--- src/rtl/bp_clint_pkg.sv ---
// Shared CLINT definitions: address-map offsets, response record, FSM states.
// Latency: n/a (definitions only).
// Backpressure: n/a.
package bp_clint_pkg;

    // Device id carried in address bits [23:20]
    localparam logic [3:0]  clint_dev_gp             = 4'd3;

    // Register-block offsets inside the CLINT device window
    localparam logic [19:0] clint_mipi_offset_gp     = 20'h0_0000;
    localparam logic [19:0] clint_mtimecmp_offset_gp = 20'h0_4000;
    localparam logic [19:0] clint_mtime_offset_gp    = 20'h0_8000;
    localparam logic [19:0] clint_plic_offset_gp     = 20'h0_B000;

    typedef struct packed {
        logic        err;
        logic [63:0] data;
    } bp_clint_resp_s;

    typedef enum logic [0:0] {
        e_clint_idle = 1'b0,
        e_clint_resp = 1'b1
    } bp_clint_state_e;

    // Doubleword slot of an address relative to a block base. Addresses below
    // the base wrap to a huge value, so a single "< num_core" test covers both ends.
    function automatic logic [16:0] clint_slot(input logic [16:0] word, input logic [16:0] base_word);
        return word - base_word;
    endfunction

endpackage

--- src/rtl/bp_clint_mtime_counter.sv ---
// Shared mtime: prescaler dividing core_clk by timebase_div_p feeding a 64-bit counter.
// Latency: a write or tick is visible on mtime_o the following cycle.
// Backpressure: none; a write in a tick cycle wins and that tick is dropped.
module bp_clint_mtime_counter #(
    parameter int timebase_div_p = 8
) (
    input  logic        clk_i,
    input  logic        reset_n_i,
    input  logic        we_i,
    input  logic [63:0] wdata_i,
    output logic [63:0] mtime_o,
    output logic        tick_o
);

    localparam int pw_lp = (timebase_div_p > 1) ? $clog2(timebase_div_p) : 1;
    localparam logic [pw_lp-1:0] last_lp = pw_lp'(timebase_div_p - 1);

    logic [pw_lp-1:0] prescale_q, prescale_d;
    logic [63:0]      mtime_q, mtime_d;

    // Prescaler keeps running through software writes; the counter prefers the write.
    always_comb begin
        tick_o     = (prescale_q == last_lp);
        prescale_d = tick_o ? '0 : prescale_q + pw_lp'(1);
        mtime_d    = mtime_q;
        if (we_i) begin
            mtime_d = wdata_i;
        end else if (tick_o) begin
            mtime_d = mtime_q + 64'd1;
        end
    end

    // Timebase state
    always_ff @(posedge clk_i) begin
        if (!reset_n_i) begin
            prescale_q <= '0;
            mtime_q    <= '0;
        end else begin
            prescale_q <= prescale_d;
            mtime_q    <= mtime_d;
        end
    end

    assign mtime_o = mtime_q;

endmodule

--- src/rtl/bp_clint_ctrl.sv ---
// CLINT controller: one MMIO request at a time, owns mtime/mtimecmp/mipi/plic and irq lines.
// Latency: response valid the cycle after the request handshake; irq outputs are registered.
// Backpressure: req_ready_o drops while a response is held; response waits for resp_yumi_i.
module bp_clint_ctrl
    import bp_clint_pkg::*;
#(
    parameter int num_core_p     = 4,
    parameter int paddr_width_p  = 40,
    parameter int data_width_p   = 64,
    parameter int timebase_div_p = 8
) (
    input  logic                     clk_i,
    input  logic                     reset_n_i,
    input  logic                     req_v_i,
    output logic                     req_ready_o,
    input  logic                     req_we_i,
    input  logic [paddr_width_p-1:0] req_addr_i,
    input  logic [1:0]               req_size_i,
    input  logic [data_width_p-1:0]  req_data_i,
    output logic                     resp_v_o,
    input  logic                     resp_yumi_i,
    output logic [data_width_p-1:0]  resp_data_o,
    output logic                     resp_err_o,
    output logic [num_core_p-1:0]    soft_irq_o,
    output logic [num_core_p-1:0]    timer_irq_o,
    output logic [num_core_p-1:0]    ext_irq_o
);

    localparam int cw_lp = (num_core_p > 1) ? $clog2(num_core_p) : 1;

    bp_clint_state_e state_q, state_d;
    bp_clint_resp_s  resp_q, resp_d;

    logic [63:0]           mtimecmp_q [num_core_p];
    logic [63:0]           mtimecmp_d [num_core_p];
    logic [num_core_p-1:0] mipi_q, mipi_d;
    logic [num_core_p-1:0] plic_q, plic_d;
    logic [num_core_p-1:0] timer_irq_q, timer_irq_d;

    logic [63:0] mtime;
    logic        mtime_tick_unused;
    logic        mtime_we;

    logic [16:0] word, mipi_slot, cmp_slot, plic_slot;
    logic        dev_hit, size_ok, size8;
    logic        mipi_hit, cmp_hit, mtime_hit, plic_hit, acc_ok, hs, wr_ok;
    logic [63:0] sel_val, rd_data, wval;

    assign req_ready_o = (state_q == e_clint_idle);
    assign resp_v_o    = (state_q == e_clint_resp);
    assign resp_data_o = resp_q.data;
    assign resp_err_o  = resp_q.err;
    assign soft_irq_o  = mipi_q;
    assign ext_irq_o   = plic_q;
    assign timer_irq_o = timer_irq_q;

    bp_clint_mtime_counter #(
        .timebase_div_p(timebase_div_p)
    ) u_mtime (
        .clk_i    (clk_i),
        .reset_n_i(reset_n_i),
        .we_i     (mtime_we),
        .wdata_i  (wval),
        .mtime_o  (mtime),
        .tick_o   (mtime_tick_unused)
    );

    // Address decode, read mux, half-word merge and register next-state
    always_comb begin
        word      = req_addr_i[19:3];
        dev_hit   = (req_addr_i[paddr_width_p-1:24] == '0) && (req_addr_i[23:20] == clint_dev_gp);
        size8     = (req_size_i == 2'd3);
        size_ok   = size8 ? (req_addr_i[2:0] == 3'b000)
                  : (req_size_i == 2'd2) ? (req_addr_i[1:0] == 2'b00) : 1'b0;
        mipi_slot = clint_slot(word, clint_mipi_offset_gp[19:3]);
        cmp_slot  = clint_slot(word, clint_mtimecmp_offset_gp[19:3]);
        plic_slot = clint_slot(word, clint_plic_offset_gp[19:3]);
        mipi_hit  = mipi_slot < 17'(num_core_p);
        cmp_hit   = cmp_slot  < 17'(num_core_p);
        plic_hit  = plic_slot < 17'(num_core_p);
        mtime_hit = (word == clint_mtime_offset_gp[19:3]);
        acc_ok    = dev_hit && size_ok && (mipi_hit || cmp_hit || mtime_hit || plic_hit);
        hs        = req_v_i && req_ready_o;
        wr_ok     = hs && req_we_i && acc_ok;

        sel_val = '0;
        if (mipi_hit) begin
            sel_val = {63'b0, mipi_q[mipi_slot[cw_lp-1:0]]};
        end else if (cmp_hit) begin
            sel_val = mtimecmp_q[cmp_slot[cw_lp-1:0]];
        end else if (mtime_hit) begin
            sel_val = mtime;
        end else if (plic_hit) begin
            sel_val = {63'b0, plic_q[plic_slot[cw_lp-1:0]]};
        end

        rd_data = size8 ? sel_val
                : {32'b0, (req_addr_i[2] ? sel_val[63:32] : sel_val[31:0])};
        wval    = size8 ? req_data_i
                : (req_addr_i[2] ? {req_data_i[31:0], sel_val[31:0]}
                                 : {sel_val[63:32], req_data_i[31:0]});

        mtime_we = wr_ok && mtime_hit;
        for (int i = 0; i < num_core_p; i++) begin
            mipi_d[i]     = (wr_ok && mipi_hit && (mipi_slot == 17'(i))) ? wval[0] : mipi_q[i];
            plic_d[i]     = (wr_ok && plic_hit && (plic_slot == 17'(i))) ? wval[0] : plic_q[i];
            mtimecmp_d[i] = (wr_ok && cmp_hit && (cmp_slot == 17'(i))) ? wval : mtimecmp_q[i];
            timer_irq_d[i] = (mtime >= mtimecmp_q[i]);
        end
    end

    // Request/response sequencing: capture the response on handshake, hold until yumi
    always_comb begin
        state_d = state_q;
        resp_d  = resp_q;
        case (state_q)
            e_clint_idle: begin
                if (req_v_i) begin
                    state_d     = e_clint_resp;
                    resp_d.err  = ~acc_ok;
                    resp_d.data = (acc_ok && !req_we_i) ? rd_data : '0;
                end
            end
            e_clint_resp: begin
                if (resp_yumi_i) begin
                    state_d = e_clint_idle;
                end
            end
            default: state_d = e_clint_idle;
        endcase
    end

    // FSM and response registers; reset drops any pending response
    always_ff @(posedge clk_i) begin
        if (!reset_n_i) begin
            state_q <= e_clint_idle;
            resp_q  <= '0;
        end else begin
            state_q <= state_d;
            resp_q  <= resp_d;
        end
    end

    // Per-core registers and registered interrupt lines
    always_ff @(posedge clk_i) begin
        if (!reset_n_i) begin
            for (int i = 0; i < num_core_p; i++) begin
                mtimecmp_q[i] <= '1;
            end
            mipi_q      <= '0;
            plic_q      <= '0;
            timer_irq_q <= '0;
        end else begin
            for (int i = 0; i < num_core_p; i++) begin
                mtimecmp_q[i] <= mtimecmp_d[i];
            end
            mipi_q      <= mipi_d;
            plic_q      <= plic_d;
            timer_irq_q <= timer_irq_d;
        end
    end

endmodule

--- config.mk ---
export PLATFORM = sky130hd
export DESIGN_NAME = bp_clint_ctrl
export DESIGN_NICKNAME = d
export VERILOG_FILES = /design/src/rtl/bp_clint_pkg.sv /design/src/rtl/bp_clint_mtime_counter.sv /design/src/rtl/bp_clint_ctrl.sv
export SDC_FILE = /design/constraint.sdc
export NUM_CORES = 1
export LEC_CHECK = 0
export ABC_CLOCK_PERIOD_IN_PS = 3100
export BUFFER_PORTS_ARGS = -buffer_cell sky130_fd_sc_hd__buf_2
export CORE_ASPECT_RATIO = 0.7
export CORE_UTILIZATION = 35
export CTS_BUF_LIST = sky130_fd_sc_hd__clkbuf_4 sky130_fd_sc_hd__clkbuf_8
export DETAILED_ROUTE_END_ITERATION = 12
export GPL_TIMING_DRIVEN = 0
export PLACE_DENSITY = 0.5
export SLEW_MARGIN = 40
export SYNTH_ARGS = -nofsm -noshare
export SYNTH_HDL_FRONTEND = slang
export SYNTH_SLANG_ARGS = --single-unit
--- constraint.sdc ---
create_clock -name clk_i -period 3.1 [get_ports clk_i]
set_input_delay 0.62 -clock clk_i [delete_from_list [all_inputs] [get_ports clk_i]]
set_output_delay 0.62 -clock clk_i [all_outputs]
set_load 0.01 [all_outputs]
Word-level counts from Yosys, hierarchy flattened
Memories as Yosys holds them, arrays and structs flattened.
Index checks and enable logic that the tools add are counted.
{"block": "totals", "input_bits": 111, "output_inout_bits": 79, "ramBits": 256, "n_memories": 1, "register_bits": 145}
{"memory": "mtimecmp_q", "depth": 4, "word_bits": 64, "read_ports": 5, "rd_clocked_by_memory_dff": 0, "write_ports": 4, "line_no": "bp_clint_ctrl.sv:34", "source": "logic [63:0] mtimecmp_q [num_core_p];"}
{"block": "classes", "eq_ne": 14, "mux": 30, "n_addsub": 4, "bitwise_logic": 7, "n_reduce_logical": 36, "order_cmp": 9}
{"op": "64-bit 2-to-1 mux", "count": 17}
{"op": "64-bit greater-or-equal comparator", "count": 4}
{"op": "17-bit by 2-bit == test with 1-bit output, second input constant", "count": 6}
{"op": "64-bit by 1-bit adder with 64-bit output, second input constant", "count": 1}
{"op": "17-bit by 1-bit == test with 1-bit output, second input constant", "count": 3}
{"op": "17-bit zero test", "count": 3}
{"op": "17-bit by 3-bit < comparator with 1-bit output, second input constant", "count": 3}
{"op": "32-bit 2-to-1 mux", "count": 1}
{"op": "1-bit logical AND", "count": 23}
{"op": "17-bit by 13-bit == test with 1-bit output, second input constant", "count": 1}
{"op": "17-bit by 12-bit subtractor with 17-bit output, second input constant", "count": 1}
{"op": "17-bit by 13-bit subtractor with 17-bit output, second input constant", "count": 1}
{"op": "16-bit zero test", "count": 1}
{"op": "1-bit 2-to-1 mux", "count": 9}
{"op": "2-bit by 3-bit < comparator with 1-bit output, second input constant", "count": 2}
{"op": "1-bit binary-select mux with 2-bit select", "count": 2}
{"op": "2-bit == test, second input constant", "count": 2}
{"op": "4-bit by 2-bit == test with 1-bit output, second input constant", "count": 1}
{"op": "1-bit bitwise OR", "count": 4}
{"op": "3-bit by 1-bit adder with 3-bit output, second input constant", "count": 1}
{"op": "3-bit == test, second input constant", "count": 1}
{"op": "3-bit zero test", "count": 1}
{"op": "1-bit logical OR", "count": 3}
{"op": "1-bit inverter", "count": 3}
{"op": "6 further kinds", "count": 6}

Logic depth before layout (Yosys ltp)
Gate-level depths: netlist of the first run.
{"block": "logic_depth", "word_depth": 11, "mapped_depth": 13, "ltp_nobuf": 10}

Hierarchy
Synthesis of the first run repeated with hierarchy kept, for this count alone.
{"block": "unflattened", "cells_unflattened": 3281, "hier_area_um2": 26346.5}
{"mod": "bp_clint_ctrl", "instances": 1, "seq_area_each_um2": 6686.4, "cells_per_inst": 2791, "area_each_um2": 22406.5}
{"mod": "bp_clint_mtime_counter", "instances": 1, "seq_area_each_um2": 1341.3, "cells_per_inst": 490, "area_each_um2": 3940.0}

Worst setup path after synthesis of the first run
Ideal clock, no wire load.
{"block": "synth_timing", "path_kind": "input-to-reg", "start": "in req_addr_i[14]", "end": "mem mtimecmp_q[0][12]", "arrival_time_ps": 3262, "path_buffers": 2, "slack_ps": -294, "stages": 12, "cell_sequence": "inv_1 -> ha_1 -> nor4bb_1 -> a31oi_1 -> or4_1 -> nor2_1 -> buf_4 -> buf_1 -> mux2i_1 -> nor2_1 -> a211oi_1 -> a21oi_1"}
{"item": "start, declared", "line_no": "bp_clint_ctrl.sv:17", "source": "input logic [paddr_width_p-1:0] req_addr_i,"}
{"item": "end, declared", "line_no": "bp_clint_ctrl.sv:34"}

==> results of run 1 <==
## layer usage
layer,share of wire,vias to the layer above,GRT usage
li1,-,11357,-
met1,0.45,12689,0.4899
met2,0.39,1529,0.4553
met3,0.12,237,0.1130
met4,0.036,2,0.1134
met5,0.0012,-,0.01549
## sequential cells by signal (all words and copies together) (netlist names)
signal	cells
resp_v_o	1
resp_err_o	1
soft_irq_o	4
timer_irq_o	4
mtimecmp_q	256
u_mtime.prescale_q	3
resp_data_o	64
ext_irq_o	4
u_mtime.mtime_o	64
## cell usage in the layout (no fill, tap or decap), types with 27 or more instances in the layout
master	instances
sky130_fd_sc_hd__xnor2_1	40
sky130_fd_sc_hd__nand2_1	168
sky130_fd_sc_hd__xor2_1	27
sky130_fd_sc_hd__nor2_1	98
sky130_fd_sc_hd__a21oi_2	33
sky130_fd_sc_hd__a31oi_1	31
sky130_fd_sc_hd__a211oi_1	45
sky130_fd_sc_hd__nand4_1	64
sky130_fd_sc_hd__dfxtp_1	385
sky130_fd_sc_hd__o21ai_0	124
sky130_fd_sc_hd__ha_1	265
sky130_fd_sc_hd__clkbuf_4	34
sky130_fd_sc_hd__mux2i_4	32
sky130_fd_sc_hd__buf_4	79
sky130_fd_sc_hd__clkbuf_8	87
sky130_fd_sc_hd__mux4_2	66
sky130_fd_sc_hd__clkbuf_1	83
sky130_fd_sc_hd__inv_1	277
sky130_fd_sc_hd__a21oi_1	331
sky130_fd_sc_hd__nand3_1	42
sky130_fd_sc_hd__a32o_1	32
sky130_fd_sc_hd__and3_1	46
sky130_fd_sc_hd__buf_2	187
sky130_fd_sc_hd__a21o_1	32
sky130_fd_sc_hd__nor3_1	281
## per-stage QoR
stage          hold WS, ns  instances  setup slack (ns)
2_1_floorplan       0.4084       2948           -0.1635
5_1_grt             0.1156       4269          -0.08491
3_5_place_dp        0.4267       4088            -1.675
4_1_cts            0.08256       4249          0.002517
3_3_place_gp        0.4160       4085            -2.011
6_report            0.1172       4269          -0.07268
## area by class of cell
class | instances | area share
Antenna cell | 1 | 0.00008130
Clock inverter | 18 | 0.007479
Tap cell | 954 | 0.03878
Sequential cell | 401 | 0.2615
Inverter | 280 | 0.03423
Buffer | 186 | 0.04126
Multi-Input combinational cell | 2079 | 0.5266
Timing Repair Buffer | 246 | 0.04784
Clock buffer | 104 | 0.04223
## cell families after synthesis
kind of cell             Yosys count
flip-flops                       401
AO/OA/AOI/OAI                    763
AND/OR/NAND/NOR                  859
multiplexers                     123
buffers and inverters            468
XOR/XNOR                          67
adder cells (fa/ha/maj)          267
## worst max path at each step
stage | to
after floorplan | mtimecmp_q[0][33]$_SDFFE_PN1P_
after global placement | mtimecmp_q[1][41]$_SDFFE_PN1P_
after detailed placement | mtimecmp_q[1][41]$_SDFFE_PN1P_
after CTS | timer_irq_o[3]$_SDFF_PN0_
after global routing | timer_irq_o[3]$_SDFF_PN0_
final | mtimecmp_q[0][25]$_SDFFE_PN1P_
## timing repair
item                       4_1_cts  5_1_grt
buffers inserted                39       19
gates cloned                     2        0
gates resized for setup        169       79
setup endpoints to repair      386      342
pin swaps                       22       27
## report_power, final
group / total [mW] / internal (mW) / leakage [nW] / switching [mW]
sequential: 5.16 / 5.16 / 3.25 / 0.00379
combinational: 1.01 / 0.272 / 10.9 / 0.740
clock: 5.63 / 3.11 / 0.805 / 2.52
## worst max-delay path, stage by stage
cell	delay, ns
sky130_fd_sc_hd__clkbuf_1	0.47
sky130_fd_sc_hd__clkbuf_2	0.55
sky130_fd_sc_hd__clkbuf_4	0.45
sky130_fd_sc_hd__mux4_2	0.45
sky130_fd_sc_hd__a21oi_1	0.42
sky130_fd_sc_hd__nor2_1	0.18
sky130_fd_sc_hd__a211oi_4	0.40
sky130_fd_sc_hd__a21oi_1	0.14
==> flow_metrics.py, run 1 <==
metrics = {
    "routing": {
        "route.vias.total": 25814,
        "drt_wl_total_microns": 123500,
        "drt-wirelength-per-cell_microns": 28.94,
        "antenna_left": 0,
        "dr_drc_count": 0,
        "initialDrtViolationCount": 3146,
        "via_per_inst": 6.047,
        "first_pass_iters": 7,
    },
    "synth": {
        "yosys.area_share.simple": 0.1750,
        "post-synth-top-area-cell": "sky130_fd_sc_hd__dfxtp_1",
        "most_frequently_used_cell_type_in_the_post_synthesis_netlist": "sky130_fd_sc_hd__dfxtp_1",
        "post_synth.cell_area_avg_sq_um": 8.430,
        "prevailing_post_synth_register_cell": "sky130_fd_sc_hd__dfxtp_1",
        "syn-cell-area_sq_mm": 0.02485,
        "synth_compound_area_frac": 0.1869,
        "synth_cell_types": 74,
        "most_area_consuming_cells_after_synthesis": "sky130_fd_sc_hd__dfxtp_1 32%, sky130_fd_sc_hd__ha_1 13%, sky130_fd_sc_hd__a21oi_1 7.1%",
        "synth_xor_area_frac": 0.02361,
        "netlist.area_leader.share": 0.3230,
        "synth_warnings": 0,
        "yosys.area_share.adder": 0.1344,
        "synth.mux.area_fraction": 0.08287,
        "synth_commonest_cells": "401 x sky130_fd_sc_hd__dfxtp_1, 352 x sky130_fd_sc_hd__a21oi_1, 285 x sky130_fd_sc_hd__nor3_1",
        "synth_top_family_by_area": "compound AO/OA/AOI/OAI gates",
        "number_of_synthesized_flops_with_an_enable_pin": 0,
        "synthesis.nets": 3326,
        "post_synth_inst_count": 2948,
        "synth.ff_latch_count": 401,
        "postSynth.asyncResetShare": 0,
        "synth_sequential_area_ratio": 0.3230,
    },
    "clock_network": {
        "cts-htree-levels": 3,
        "cts_tree": "built",
        "clock_sinks": 401,
        "cts_buffers": 71,
        "cts.hold.buffers_added": 0,
        "clkTransAtPathRegs_ns": 0.06,
        "clockRootBuffer": "sky130_fd_sc_hd__clkbuf_8",
        "clk-insertion-delay-late_ns": 0.70,
        "cts-root-to-sink-buffers": 3,
    },
    "critical_path": {
        "timing.reg2reg.worst_path_depth": 10,
        "timing.critical_path.required_ns": 3.64,
        "criticalPathCategory": "primary input to flop",
        "critPathLaunch": "req_addr_i[4]",
        "critPathMaxFanout": 10,
        "r2r_setup_slk_ns": 0.01,
        "critPathArrivalTime_ns": 3.71,
        "worstSetupStartpointType": "primary input",
        "reg2reg_to": "timer_irq_o[3]$_SDFF_PN0_",
        "crit-reg2reg-launch": "mtimecmp_q[3][5]$_SDFFE_PN1P_",
        "endpoint_kind": "flop",
    },
    "pwr": {
        "totalPowerFinal_mw": 11.80,
        "irDropWorstVdd_mv": 0.2922,
        "leakage_nw": 14.96,
        "pwr_density_cell_mw_per_mm2": 383.3,
    },
    "sta": {
        "unrepaired_setup_endpoints_after_global_routing": "true",
        "tightest_slew_ns": 0.8905,
        "setup_viol": 4,
        "slew_headroom": 0.4064,
        "fin_tns_setup_ns": -0.2072,
        "post_route_skew_ns": 0.03896,
        "final.setup.worst_slack_ns": -0.07268,
        "highest_achievable_clock_rate_ghz": 0.3152,
        "finalHoldViolations": 0,
        "layout_min_cycle_time_ns": 3.173,
        "timing_max_transition_violations_final": 0,
        "layout_worst_path_cycle_share": 1.023,
    },
    "global_routing": {
        "grt_antenna_before_repair": 6,
        "largest_net_degree_at_the_start_of_global_routing": 11,
        "grt_pass1_wl_microns": 174400,
        "grt-ovfl-total": 0,
        "via_count_of_the_first_global_routing_pass": 24314,
        "grt.total_usage": 0.3369,
    },
    "place": {
        "dp_hpwl_microns": 96770,
        "gp_routability_congestion": 1.040,
        "placed_area_sq_mm": 0.02760,
        "io_port_bufs": 183,
    },
    "die": {
        "core.rowCount": 81,
        "die-width_microns": 320.5,
        "initial_core_util": 0.3549,
        "design.core.area_sq_mm": 0.07003,
        "die_h_microns": 224.9,
        "pin_count": 190,
        "area_of_the_die_sq_mm": 0.07209,
    },
    "min_path": {
        "holdCritPathClass": "primary input to flop",
        "timing.hold.worst_endpoint": "resp_v_o$_SDFF_PN0_",
        "worst_hold_path.num_cells": 2,
        "startpoint_of_the_tightest_hold_check_path": "resp_yumi_i",
    },
    "final_layout": {
        "final.fill_count": 6983,
        "area.sequential_sq_mm": 0.008050,
        "post_route_cells_drive_above_1_share": 0.2251,
        "multi_input_area_sq_mm": 0.01621,
        "postLayoutCoreUtil": 0.4395,
        "area_delta_synth_final_pct": 23.85,
        "finish.instance_area_sq_mm": 0.03078,
        "nNetsFinal": 3643,
    },
    "run": {
        "drv_cap": 0,
    },
    "outcome": {
        "failed_checks": "negative setup slack",
        "status": "finished with violations",
    },
}
No activity file was read; power rests on OpenSTA's default activity.
==> run 2, diff against run 1 <==
ABC_CLOCK_PERIOD_IN_PS = 4000   (was 3100)
PLACE_DENSITY = 0.48   (was 0.5)
clock period = 4 ns   (was 3.1 ns; I/O delays follow)
==> flow_metrics.py, run 2 (synthesis gave the netlist of run 1 again) <==
metrics = {
    "pwr": {
        "netSwitchingFraction": 0.2753,
        "clock_power_share": 0.488,
        "comb_power_share": 0.080,
        "irDropWorstVdd_mv": 0.1740,
        "leakage_nw": 14.40,
        "sequentialPowerShare": 0.432,
        "totalPowerFinal_mw": 9.268,
        "pwr_density_cell_mw_per_mm2": 317.3,
        "switching_power_mw": 2.551,
        "p_int_mw": 6.716,
    },
    "final_layout": {
        "final_cell_mix": "401 x sky130_fd_sc_hd__dfxtp_1, 352 x sky130_fd_sc_hd__a21oi_1, 282 x sky130_fd_sc_hd__nor3_1",
        "layout.cells.most_common": "sky130_fd_sc_hd__dfxtp_1",
        "multi_input_area_sq_mm": 0.01539,
        "registers.top_by_ff_count": "mtimecmp_q",
        "nNetsFinal": 3591,
        "area.sequential_sq_mm": 0.008028,
        "post_route_cells_drive_above_1_share": 0.1716,
        "largest_register_ff_count": 256,
        "finish.instance_area_sq_mm": 0.02921,
        "postLayoutCoreUtil": 0.4171,
        "area_delta_synth_final_pct": 17.54,
        "final.fill_count": 7070,
    },
    "clock_network": {
        "cts_buffers": 74,
        "cts-htree-levels": 3,
        "cts_tree": "built",
        "clkTransAtPathRegs_ns": 0.06,
        "cts-root-to-sink-buffers": 3,
        "clk-insertion-delay-late_ns": 0.73,
        "cts.hold.buffers_added": 0,
        "clock_sinks": 401,
        "clockRootBuffer": "sky130_fd_sc_hd__clkbuf_8",
    },
    "outcome": {
        "status": "finished, final reports clean",
    },
    "sta": {
        "highest_achievable_clock_rate_ghz": 0.2543,
        "slew_headroom": 0.3680,
        "final.setup.worst_slack_ns": 0.06756,
        "post_route_skew_ns": 0.03930,
        "layout_min_cycle_time_ns": 3.932,
        "setup_viol": 0,
        "timing_max_transition_violations_final": 0,
        "finalHoldViolations": 0,
        "tightest_slew_ns": 0.9241,
        "unrepaired_setup_endpoints_after_global_routing": "false",
        "layout_worst_path_cycle_share": 0.9831,
    },
    "critical_path": {
        "worstSetupStartpointType": "primary input",
        "timing.critical_path.required_ns": 4.55,
        "critPathMaxFanout": 10,
        "critPathArrivalTime_ns": 4.48,
        "endpoint_kind": "flop",
        "criticalPathCategory": "primary input to flop",
    },
    "die": {
        "die_h_microns": 224.9,
        "design.core.area_sq_mm": 0.07003,
        "die-width_microns": 320.5,
        "pin_count": 190,
        "initial_core_util": 0.3549,
        "area_of_the_die_sq_mm": 0.07209,
        "core.rowCount": 81,
    },
    "place": {
        "placed_area_sq_mm": 0.02718,
        "gp_routability_congestion": 0.9761,
        "detailedPlace.worstSlack_ns": -1.343,
        "dp_hpwl_microns": 99330,
        "io_port_bufs": 183,
    },
    "global_routing": {
        "grt_antenna_before_repair": 9,
        "grt_pass1_wl_microns": 175100,
        "grt-ovfl-total": 0,
        "largest_net_degree_at_the_start_of_global_routing": 11,
        "grt.total_usage": 0.3393,
        "via_count_of_the_first_global_routing_pass": 23903,
    },
    "routing": {
        "via_per_inst": 6.053,
        "route.vias.total": 25591,
        "first_pass_iters": 6,
        "drt-wirelength-per-cell_microns": 29.43,
        "dr_drc_count": 0,
        "initialDrtViolationCount": 3426,
        "drt_wl_total_microns": 124400,
        "antenna_left": 0,
    },
    "run": {
        "drv_cap": 0,
    },
    "min_path": {
        "holdCritPathClass": "primary input to flop",
    },
}
-- run 2: final timing paths --
check                           cells after the start  slack [ns]                       startpoint                        endpoint
worst max-delay path                               14        0.07                   req_addr_i[14]  mtimecmp_q[0][31]$_SDFFE_PN1P_
worst min-delay path                                2        0.30                      resp_yumi_i             resp_v_o$_SDFF_PN0_
worst max register to register                     10        0.10  u_mtime.mtime_o[0]$_SDFFE_PN0P_       timer_irq_o[1]$_SDFF_PN0_
worst min register to register                      2        0.45     resp_data_o[46]$_SDFFE_PN0P_    resp_data_o[46]$_SDFFE_PN0P_
-- run 2: stage by stage --
step | TNS [ns] | hold slack [ns] | std cells
finish | 0 | 0.2954 | 4228
global route | 0 | 0.2667 | 4227
CTS | -0.9092 | 0.2660 | 4223
detailed placement | -281.93 | 0.4368 | 4088
global placement | -386.75 | 0.4153 | 4085
floorplan | 0 | 0.4084 | 2948
-- run 2: repair_timing --
action | CTS | global route
buffers inserted | 2 | 2
resized for setup | 26 | 58
pin swaps | 1 | 2
endpoints found under the hold margin | 0 | 0
endpoints found under the setup margin | 235 | 222
-- run 2: power groups by stage --
stage / Combinational (mW) / Sequential [mW] / Clock [mW]
floorplan: 0.310 / 4.09 / 0
global placement: 0.668 / 4.09 / 0
detailed placement: 0.683 / 4.09 / 0
CTS: 0.691 / 4.00 / 4.55
global route: 0.754 / 4.00 / 4.74
finish: 0.740 / 4.00 / 4.53
-- run 2: critical path, stage by stage --
cell	delay [ns]
sky130_fd_sc_hd__buf_2	0.20
sky130_fd_sc_hd__inv_1	0.15
sky130_fd_sc_hd__ha_1	0.27
sky130_fd_sc_hd__nor4bb_1	0.14
sky130_fd_sc_hd__a31oi_1	0.41
sky130_fd_sc_hd__nor4_4	0.14
sky130_fd_sc_hd__buf_4	0.17
sky130_fd_sc_hd__a21oi_2	0.42
sky130_fd_sc_hd__or3_1	0.18
sky130_fd_sc_hd__clkbuf_1	0.28
sky130_fd_sc_hd__buf_2	0.34
sky130_fd_sc_hd__a21oi_1	0.11
sky130_fd_sc_hd__a211oi_2	0.70
sky130_fd_sc_hd__a21oi_1	0.15
-- run 2: final cells by class --
cell class	count	share of cell area
clock buffer	114	0.04879
clock inverter	19	0.007367
timing repair buffer	190	0.03530
multi-input combinational	2079	0.5268
sequential	401	0.2748
tap	954	0.04086
antenna	4	0.0003427
inverter	280	0.03598
buffer	187	0.02977
-- run 2: metal layers --
metal | up-vias | routed length, microns | GRT usage
met2 | 1552 | 47300 | 0.4514
met5 | - | 36 | 0
li1 | 11274 | - | -
met4 | 6 | 3966 | 0.1077
met1 | 12530 | 58060 | 0.5172
met3 | 229 | 15070 | 0.09040
